File: src/rtl/alpu_exec_unit_if.sv
// Bundles the instruction handshake, external cache write port, read-out port
// and result report of alpu_exec_unit.
interface alpu_exec_unit_if #(
    parameter int REG_WIDTH  = 4,
    parameter int ADDR_WIDTH = 2
);
    logic                  instr_valid_i;
    logic                  instr_ready_o;
    logic [3:0]            instr_i;
    logic [ADDR_WIDTH-1:0] op1_i;
    logic [ADDR_WIDTH-1:0] op2_i;
    logic [ADDR_WIDTH-1:0] opd_i;
    logic                  ext_we_i;
    logic [ADDR_WIDTH-1:0] ext_addr_i;
    logic [REG_WIDTH-1:0]  ext_wdata_i;
    logic                  ext_wack_o;
    logic [ADDR_WIDTH-1:0] rd_addr_i;
    logic [REG_WIDTH-1:0]  rd_data_o;
    logic                  res_valid_o;
    logic [REG_WIDTH-1:0]  res_data_o;
    logic                  res_cout_o;
    logic                  err_o;

    modport master (
        output instr_valid_i, instr_i, op1_i, op2_i, opd_i,
        output ext_we_i, ext_addr_i, ext_wdata_i, rd_addr_i,
        input  instr_ready_o, ext_wack_o, rd_data_o,
        input  res_valid_o, res_data_o, res_cout_o, err_o
    );

    modport slave (
        input  instr_valid_i, instr_i, op1_i, op2_i, opd_i,
        input  ext_we_i, ext_addr_i, ext_wdata_i, rd_addr_i,
        output instr_ready_o, ext_wack_o, rd_data_o,
        output res_valid_o, res_data_o, res_cout_o, err_o
    );
endinterface

File: src/rtl/alpu_exec_unit.sv
// Three-cycle ALU execution unit operating on a small register cache with a
// carry flag, an external write port and a registered read-out port.
module alpu_exec_unit #(
    parameter int REG_WIDTH  = 4,
    parameter int ADDR_WIDTH = 2
) (
    input  logic              clk,
    input  logic              reset,
    alpu_exec_unit_if.slave   bus
);
    localparam int unsigned DEPTH = 1 << ADDR_WIDTH;

    typedef enum logic [1:0] {IDLE, EXEC, DONE} state_t;

    state_t                state_q, state_d;
    logic [REG_WIDTH-1:0]  cache_q [DEPTH];
    logic                  carry_q;
    logic [3:0]            instr_q;
    logic [ADDR_WIDTH-1:0] op1_q, op2_q, opd_q;
    logic                  res_valid_q, res_cout_q, err_q, ext_wack_q;
    logic [REG_WIDTH-1:0]  res_data_q, rd_data_q;

    logic                  instr_ready;
    logic                  accept;
    logic [REG_WIDTH-1:0]  op_a, op_b, add_b, alu_res;
    logic                  add_cin, alu_cout, alu_err, alu_we, alu_cwe;
    logic [REG_WIDTH:0]    sum;
    logic                  wb_en, wb_clash, ext_en;

    assign instr_ready = (state_q == IDLE) && !reset;
    assign accept      = bus.instr_valid_i && instr_ready;

    always_comb begin
        state_d = state_q;
        case (state_q)
            IDLE:    if (accept) state_d = EXEC;
            EXEC:    state_d = DONE;
            DONE:    state_d = IDLE;
            default: state_d = IDLE;
        endcase
    end

    always_comb begin
        op_a     = cache_q[op1_q];
        op_b     = cache_q[op2_q];
        // Opcodes 0-3 share one adder: bit1 inverts B, bit0 selects carry-in
        add_b    = instr_q[1] ? ~op_b : op_b;
        add_cin  = instr_q[0] ? carry_q : instr_q[1];
        sum      = {1'b0, op_a} + {1'b0, add_b} + {{REG_WIDTH{1'b0}}, add_cin};
        alu_res  = '0;
        alu_cout = carry_q;
        alu_err  = 1'b0;
        alu_we   = 1'b1;
        alu_cwe  = 1'b0;
        case (instr_q)
            4'd0, 4'd1, 4'd2, 4'd3: begin
                alu_res  = sum[REG_WIDTH-1:0];
                alu_cout = sum[REG_WIDTH];
                alu_cwe  = 1'b1;
            end
            4'd4: alu_res = op_a & op_b;
            4'd5: alu_res = op_a | op_b;
            4'd6: alu_res = op_a ^ op_b;
            4'd7: alu_res = ~op_a;
            4'd8: alu_res = op_a;
            4'd9: begin
                alu_res  = {op_a[REG_WIDTH-2:0], 1'b0};
                alu_cout = op_a[REG_WIDTH-1];
                alu_cwe  = 1'b1;
            end
            4'd10: begin
                alu_res  = {1'b0, op_a[REG_WIDTH-1:1]};
                alu_cout = op_a[0];
                alu_cwe  = 1'b1;
            end
            default: begin
                alu_err = 1'b1;
                alu_we  = 1'b0;
            end
        endcase
    end

    // A writeback to the same address on the same edge overrides the external write
    assign wb_en    = (state_q == EXEC) && alu_we;
    assign wb_clash = wb_en && (opd_q == bus.ext_addr_i);
    assign ext_en   = bus.ext_we_i && !wb_clash;

    always_ff @(posedge clk) begin
        if (reset) begin
            state_q     <= IDLE;
            for (int unsigned i = 0; i < DEPTH; i++) cache_q[i] <= '0;
            carry_q     <= 1'b0;
            instr_q     <= '0;
            op1_q       <= '0;
            op2_q       <= '0;
            opd_q       <= '0;
            res_valid_q <= 1'b0;
            res_data_q  <= '0;
            res_cout_q  <= 1'b0;
            err_q       <= 1'b0;
            ext_wack_q  <= 1'b0;
            rd_data_q   <= '0;
        end else begin
            state_q     <= state_d;
            rd_data_q   <= cache_q[bus.rd_addr_i];
            ext_wack_q  <= ext_en;
            res_valid_q <= (state_q == EXEC);
            if (ext_en) cache_q[bus.ext_addr_i] <= bus.ext_wdata_i;
            if (wb_en) cache_q[opd_q] <= alu_res;
            if ((state_q == EXEC) && alu_cwe) carry_q <= alu_cout;
            if (state_q == EXEC) begin
                res_data_q <= alu_res;
                res_cout_q <= alu_cout;
                err_q      <= alu_err;
            end
            if (accept) begin
                instr_q <= bus.instr_i;
                op1_q   <= bus.op1_i;
                op2_q   <= bus.op2_i;
                opd_q   <= bus.opd_i;
            end
        end
    end

    assign bus.instr_ready_o = instr_ready;
    assign bus.res_valid_o   = res_valid_q;
    assign bus.res_data_o    = res_data_q;
    assign bus.res_cout_o    = res_cout_q;
    assign bus.err_o         = err_q;
    assign bus.ext_wack_o    = ext_wack_q;
    assign bus.rd_data_o     = rd_data_q;
endmodule
File: src/flat_wrapper.sv
// flat-port wrapper written by rule: the top's interface ports become plain ports
module alpu_exec_unit_flat 
#(
    parameter int REG_WIDTH  = 4,
    parameter int ADDR_WIDTH = 2
)
  (clk, reset, bus_instr_valid_i, bus_instr_i, bus_op1_i, bus_op2_i, bus_opd_i, bus_ext_we_i, bus_ext_addr_i, bus_ext_wdata_i, bus_rd_addr_i, bus_instr_ready_o, bus_ext_wack_o, bus_rd_data_o, bus_res_valid_o, bus_res_data_o, bus_res_cout_o, bus_err_o);
  alpu_exec_unit_if #(.REG_WIDTH(REG_WIDTH), .ADDR_WIDTH(ADDR_WIDTH)) bus_i ();
  input  logic clk;
  input  logic reset;
  input wire logic [$bits(bus_i.instr_valid_i)-1:0] bus_instr_valid_i;
  input wire logic [$bits(bus_i.instr_i)-1:0] bus_instr_i;
  input wire logic [$bits(bus_i.op1_i)-1:0] bus_op1_i;
  input wire logic [$bits(bus_i.op2_i)-1:0] bus_op2_i;
  input wire logic [$bits(bus_i.opd_i)-1:0] bus_opd_i;
  input wire logic [$bits(bus_i.ext_we_i)-1:0] bus_ext_we_i;
  input wire logic [$bits(bus_i.ext_addr_i)-1:0] bus_ext_addr_i;
  input wire logic [$bits(bus_i.ext_wdata_i)-1:0] bus_ext_wdata_i;
  input wire logic [$bits(bus_i.rd_addr_i)-1:0] bus_rd_addr_i;
  output wire logic [$bits(bus_i.instr_ready_o)-1:0] bus_instr_ready_o;
  output wire logic [$bits(bus_i.ext_wack_o)-1:0] bus_ext_wack_o;
  output wire logic [$bits(bus_i.rd_data_o)-1:0] bus_rd_data_o;
  output wire logic [$bits(bus_i.res_valid_o)-1:0] bus_res_valid_o;
  output wire logic [$bits(bus_i.res_data_o)-1:0] bus_res_data_o;
  output wire logic [$bits(bus_i.res_cout_o)-1:0] bus_res_cout_o;
  output wire logic [$bits(bus_i.err_o)-1:0] bus_err_o;
  assign bus_i.instr_valid_i = bus_instr_valid_i;
  assign bus_i.instr_i = bus_instr_i;
  assign bus_i.op1_i = bus_op1_i;
  assign bus_i.op2_i = bus_op2_i;
  assign bus_i.opd_i = bus_opd_i;
  assign bus_i.ext_we_i = bus_ext_we_i;
  assign bus_i.ext_addr_i = bus_ext_addr_i;
  assign bus_i.ext_wdata_i = bus_ext_wdata_i;
  assign bus_i.rd_addr_i = bus_rd_addr_i;
  assign bus_instr_ready_o = bus_i.instr_ready_o;
  assign bus_ext_wack_o = bus_i.ext_wack_o;
  assign bus_rd_data_o = bus_i.rd_data_o;
  assign bus_res_valid_o = bus_i.res_valid_o;
  assign bus_res_data_o = bus_i.res_data_o;
  assign bus_res_cout_o = bus_i.res_cout_o;
  assign bus_err_o = bus_i.err_o;
  alpu_exec_unit #(.REG_WIDTH(REG_WIDTH), .ADDR_WIDTH(ADDR_WIDTH)) u_core (.clk(clk), .reset(reset), .bus(bus_i));
endmodule
File: config.mk
export PLATFORM = sky130hd
export DESIGN_NAME = alpu_exec_unit_flat
export DESIGN_NICKNAME = d
export VERILOG_FILES = /design/src/rtl/alpu_exec_unit_if.sv /design/src/rtl/alpu_exec_unit.sv /design/src/flat_wrapper.sv
export SDC_FILE = /design/constraint.sdc
export NUM_CORES = 1
export LEC_CHECK = 0
export CAP_MARGIN = 20
export CORE_UTILIZATION = 58
export DETAILED_ROUTE_END_ITERATION = 7
export DONT_BUFFER_PORTS = 1
export GPL_TIMING_DRIVEN = 0
export PLACE_DENSITY = 0.71
export SYNTH_ARGS = -nofsm -noshare
export SYNTH_HDL_FRONTEND = slang
export SYNTH_SLANG_ARGS = --single-unit
export TNS_END_PERCENT = 1
File: constraint.sdc
create_clock -name clk -period 7.6 [get_ports clk]
set_input_delay 1.52 -clock clk [delete_from_list [all_inputs] [get_ports clk]]
set_output_delay 1.52 -clock clk [all_outputs]
set_load 0.005 [all_outputs]
# --- After elaboration in Yosys (flattened, before gate mapping) ---
# Memory sizes are Yosys's and may differ from the RTL's. A register that Yosys moved wholly into a read port is not among the register bits.
# Index checks and enable logic that the tools add are counted.
op_classes:
  n_addsub: 2
  n_bitwise: 5
  mux: 27
  reduce_logical: 15
  n_eq_ne: 13
ops:
  columns: ["operator", "count"]
  rows:
  - ["4-bit one-hot mux with 8 select lines", 1]
  - ["4-bit by 3-bit equality test with 1-bit output, second input constant", 4]
  - ["1-bit two-way mux", 14]
  - ["2-bit two-way mux", 7]
  - ["4-bit equality test, second input constant", 3]
  - ["4-bit two-way mux", 3]
  - ["4-bit OR reduction", 3]
  - ["11-bit OR reduction", 1]
  - ["4-bit by 2-bit equality test with 1-bit output, second input constant", 2]
  - ["4-bit NOT", 2]
  - ["1-bit logical AND", 6]
  - ["6-bit OR reduction", 1]
  - ["4-bit by 4-bit adder with 5-bit output", 1]
  - ["5-bit by 1-bit adder with 5-bit output", 1]
  - ["4-bit AND", 1]
  - ["4-bit by 1-bit equality test with 1-bit output, second input constant", 1]
  - ["4-bit zero test", 1]
  - ["4-bit OR", 1]
  - ["2-bit one-hot mux with 2 select lines", 1]
  - ["4-bit XOR", 1]
  - ["1-bit one-hot mux with 3 select lines", 1]
  - ["2-bit by 1-bit equality test with 1-bit output, second input constant", 1]
  - ["2-bit equality test", 1]
  - ["1-bit zero test", 2]
  - ["2 further kinds", 2]
word_totals:
  mem_bits_rw: 16
  memories: 1
  wordCells: 74
  register_bits: 21
  output_inout_bits: 13
memory_table:
  columns: ["name", "words", "word_bits", "rd", "rd_clocked_by_memory_dff", "wr", "line", "text"]
  rows:
  - ["u_core.cache_q", 4, 4, 3, 3, 4, "alpu_exec_unit.sv:16", "logic [REG_WIDTH-1:0] cache_q [DEPTH];"]

# --- Depth between registers and ports, before layout ---
depth:
  ltp_word: 12
  depth_mapped: 10
  mapped_depth_nobuf: 9

# --- Least setup slack after synthesis ---
# No wires, ideal clock.
synth_path:
  path_type: "in2out"
  start: "input port reset"
  end: "output port bus_instr_ready_o"
  t_arrival_ns: 1.711
  slack_ns: 4.369
  path_buffers: 0
  path_stages: 1
  required_time_ns: 6.080
  path_cell_list: "nor3_1"
synth_between:
  elab_chain_cells: 2
synth_lines:
  columns: ["item", "line", "text"]
  rows:
  - ["start: declaration", "flat_wrapper.sv:10", "input logic reset;"]
  - ["1-bit zero test", "alpu_exec_unit.sv:30", "assign instr_ready = (state_q == IDLE) && !reset;"]
  - ["1-bit logical AND", "alpu_exec_unit.sv:30", null]
  - ["end: declaration", "flat_wrapper.sv:20", "output wire logic [$bits(bus_i.instr_ready_o)-1:0] bus_instr_ready_o;"]
# No other way between the ends.

==> impl_metrics.json <==
{
  "pwr-share-seq": 0.451,
  "max_freq_mhz": 297,
  "antenna_found_initial": 0,
  "drtIter0Drc": 175,
  "cellLeakagePower_uw": 0.00107,
  "skew_ns": 0.00399,
  "synth_edf_count": 16,
  "crit_chain": "mux4_2 -> xnor2_1 -> fa_1 -> fa_1 -> nor2_1 -> a31oi_1 -> a2bb2oi_1 -> nand3_1 -> a22o_1",
  "critPathCaptureType": "flop",
  "switching_share": 0.295,
  "synth_area_leaders": "dfxtp_1 22%, edfxtp_1 19%, mux4_2 8.7%",
  "required_ns": 7.66,
  "path_class": "flop to flop",
  "worst_setup_path_start_kind": "flop",
  "synth_area_per_cell_um2": 10.4,
  "drt-wirelength-per-cell_um": 19.0,
  "yosysSeqAreaShare": 0.409,
  "grt_first_pass_wirelength_um": 9130,
  "clk_pin_slew_worst_paths_ns": 0.08,
  "cts_resized": 0,
  "seqCellArea_um2": 1060,
  "pwr-share-comb": 0.249,
  "die_height_um": 68.9,
  "status": "completed",
  "synthFlopType": "dfxtp_1",
  "grt_max_degree": 14,
  "num_antenna_cells": 0,
  "yosysTopAreaCell": "dfxtp_1",
  "finalMaxSlewViolations": 0,
  "placement_rows": 23,
  "synth.most_common_cell": "dfxtp_1",
  "cts_tree": "done",
  "multi_input_area_um2": 1420,
  "fin_crit_sh": 0.443,
  "synth_async_sr_flop_share": 0,
  "arrival_ns": 3.42,
  "slowest_delay_ns": 0.60,
  "drc": 0,
  "viasPerCell": 6.45,
  "start_util": 0.627,
  "clock-root-buffer": "clkbuf_8",
  "synth_cells": 250,
  "numPortBuffers": 0,
  "cts_sinks": 45,
  "clock_latency_ns": 0.30,
  "hold_slack_ns": 0.488,
  "post_cts_buffers": 0,
  "drive_gt1_frac": 0.0969,
  "setup_viol": 0,
  "timing.final.crit_period_ns": 3.37,
  "dr.pass1.iters": 4,
  "ys_ff_latch": 45,
  "grtUsageTotal": 0.275,
  "postCtsHoldBufs": 0,
  "final_antenna_net_count": 0,
  "drt-total-wl_um": 5850,
  "rsz0062_at_grt": "false",
  "internal_power_uw": 439,
  "synth_commonest_cells": "29 x dfxtp_1, 23 x nand2_1, 19 x inv_1",
  "crit_top_cell": "fa_1",
  "via_count": 1987,
  "tightest_slew_ns": 0.880,
  "overflow": 0,
  "hp-class": "flop to flop",
  "yosys_warnings": 0,
  "worst-path-max-fanout": 4,
  "final_nets": 292,
  "fillCellCount": 353,
  "synth.distinct_cells": 49,
  "critPathSlowestCell": "mux4_2",
  "synth_top_area_share": 0.224,
  "numCtsBuffers": 5,
  "syn_nets": 285,
  "cts.htree.levels": 2,
  "clkPwrFrac": 0.299,
  "pin_count": 35,
  "core_area_um2": 4140,
  "drv_cap": 0,
  "ir_worst_vdd_v": 0.000165,
  "syn_to_final_growth_pct": 6.89,
  "dp_hpwl_um": 4450,
  "slew_headroom": 0.408,
  "clockBufferDepth": 2,
  "hold_viol": 0,
  "finalWeightedCongestion": 0.895,
  "power_uw": 623,
  "die_x_um": 68.9,
  "dieArea_um2": 4750,
  "setup_tns_ns": 0,
  "p_switching_uw": 184,
  "power.density_nw_per_um2": 225,
  "grt_pass1_vias": 1828,
  "syn_area_um2": 2600
}
-- cells by family (layout without fill, tap and decap cells) --
| family | Yosys count | after routing | share of synthesized area |
|---|---|---|---|
| buffers and inverters | 30 | 38 | 0.0443 |
| muxes | 15 | 15 | 0.125 |
| adders and majority gates | 13 | 13 | 0.0684 |
| and+or+nand+nor | 79 | 79 | 0.154 |
| AOI/OAI and AO/OA | 61 | 61 | 0.175 |
| xor gates and xnor gates | 7 | 7 | 0.0236 |
| DFF | 45 | 45 | 0.409 |
-- sequential cells by signal (all words and copies together) (netlist names), 2 cells and up, named ones only --
name / count
u_core.op1_q: 2
u_core.cache_q: 16
u_core.state_q: 2
u_core.bus.res_data_o: 4
u_core.bus.rd_data_o: 4
u_core.op2_q: 2
u_core.instr_q: 4
u_core.opd_q: 2
-- stage by stage --
step | worst slack (ns) | cell area, µm² | cells | util
2_1_floorplan | 4.37 | 2600 | 250 | -
4_1_cts | 4.20 | 2780 | 308 | 0.670
6_report | 4.23 | 2780 | 308 | 0.670
3_3_place_gp | 4.25 | 2660 | 300 | 0.642
3_5_place_dp | 4.23 | 2660 | 300 | 0.642
5_1_grt | 3.99 | 2780 | 308 | 0.670
-- layout make-up --
type | instances | share of cell area
inverter | 19 | 0.0257
buffer | 11 | 0.0158
sequential | 45 | 0.382
multi-input combinational | 175 | 0.512
clock inverter | 1 | 0.0108
tap | 50 | 0.0225
clock buffer | 7 | 0.0311
-- worst max-delay path, delay by kind of cell, from the launching register on --
family | cells | cell delay (ns)
AND/OR/NAND/NOR | 2 | 0.21
multiplexers | 1 | 0.60
flip-flops | 1 | 0.48
adder cells (fa/ha/maj) | 2 | 1.01
XOR/XNOR | 1 | 0.17
AO/OA/AOI/OAI | 3 | 0.64
-- cell usage in the layout (no fill, tap or decap), types with 3 or more instances in the layout --
| cell | n |
|---|---|
| and2_1 | 5 |
| nand2_1 | 23 |
| o31ai_1 | 5 |
| mux4_2 | 10 |
| clkbuf_1 | 10 |
| nand3_1 | 5 |
| nor2_1 | 14 |
| ha_1 | 11 |
| nor2b_1 | 6 |
| nor3_1 | 6 |
| mux4_1 | 3 |
| a32oi_1 | 3 |
| dfxtp_1 | 29 |
| xor2_1 | 5 |
| clkbuf_8 | 6 |
| a21oi_1 | 6 |
| a21o_1 | 3 |
| a22o_1 | 11 |
| nor4_1 | 3 |
| edfxtp_1 | 16 |
| or3_1 | 4 |
| inv_1 | 19 |
| and3_1 | 3 |
| o21ai_0 | 13 |
-- path summary, 6_finish.rpt --
check | start | endpoint | slack (ns) | depth (start not counted)
max | flop | u_core.cache_q[0][1] | 4.23 | 9
min | u_core.op2_q[0] | flop | 0.49 | 2
max reg2reg | flop | u_core.cache_q[0][1] | 4.23 | 9
min reg2reg | u_core.op2_q[0] | flop | 0.49 | 2
-- power groups by stage --
stage | Sequential, µW | Clock (µW) | Combinational (µW)
global placement | 286 | 0 | 151
floorplan | 282 | 0 | 119
detailed placement | 287 | 0 | 154
global route | 284 | 197 | 174
finish | 281 | 187 | 155
CTS | 281 | 190 | 155
-- routing by layer --
layer / vias up / share of wire / track usage
li1: 953 / - / -
met1: 962 / 0.46 / 0.391
met2: 66 / 0.46 / 0.416
met3: 6 / 0.064 / 0.0559
met4: 0 / 0.013 / 0.0918
met5: - / 0 / 0
No activity file was read; power rests on OpenSTA's default activity.
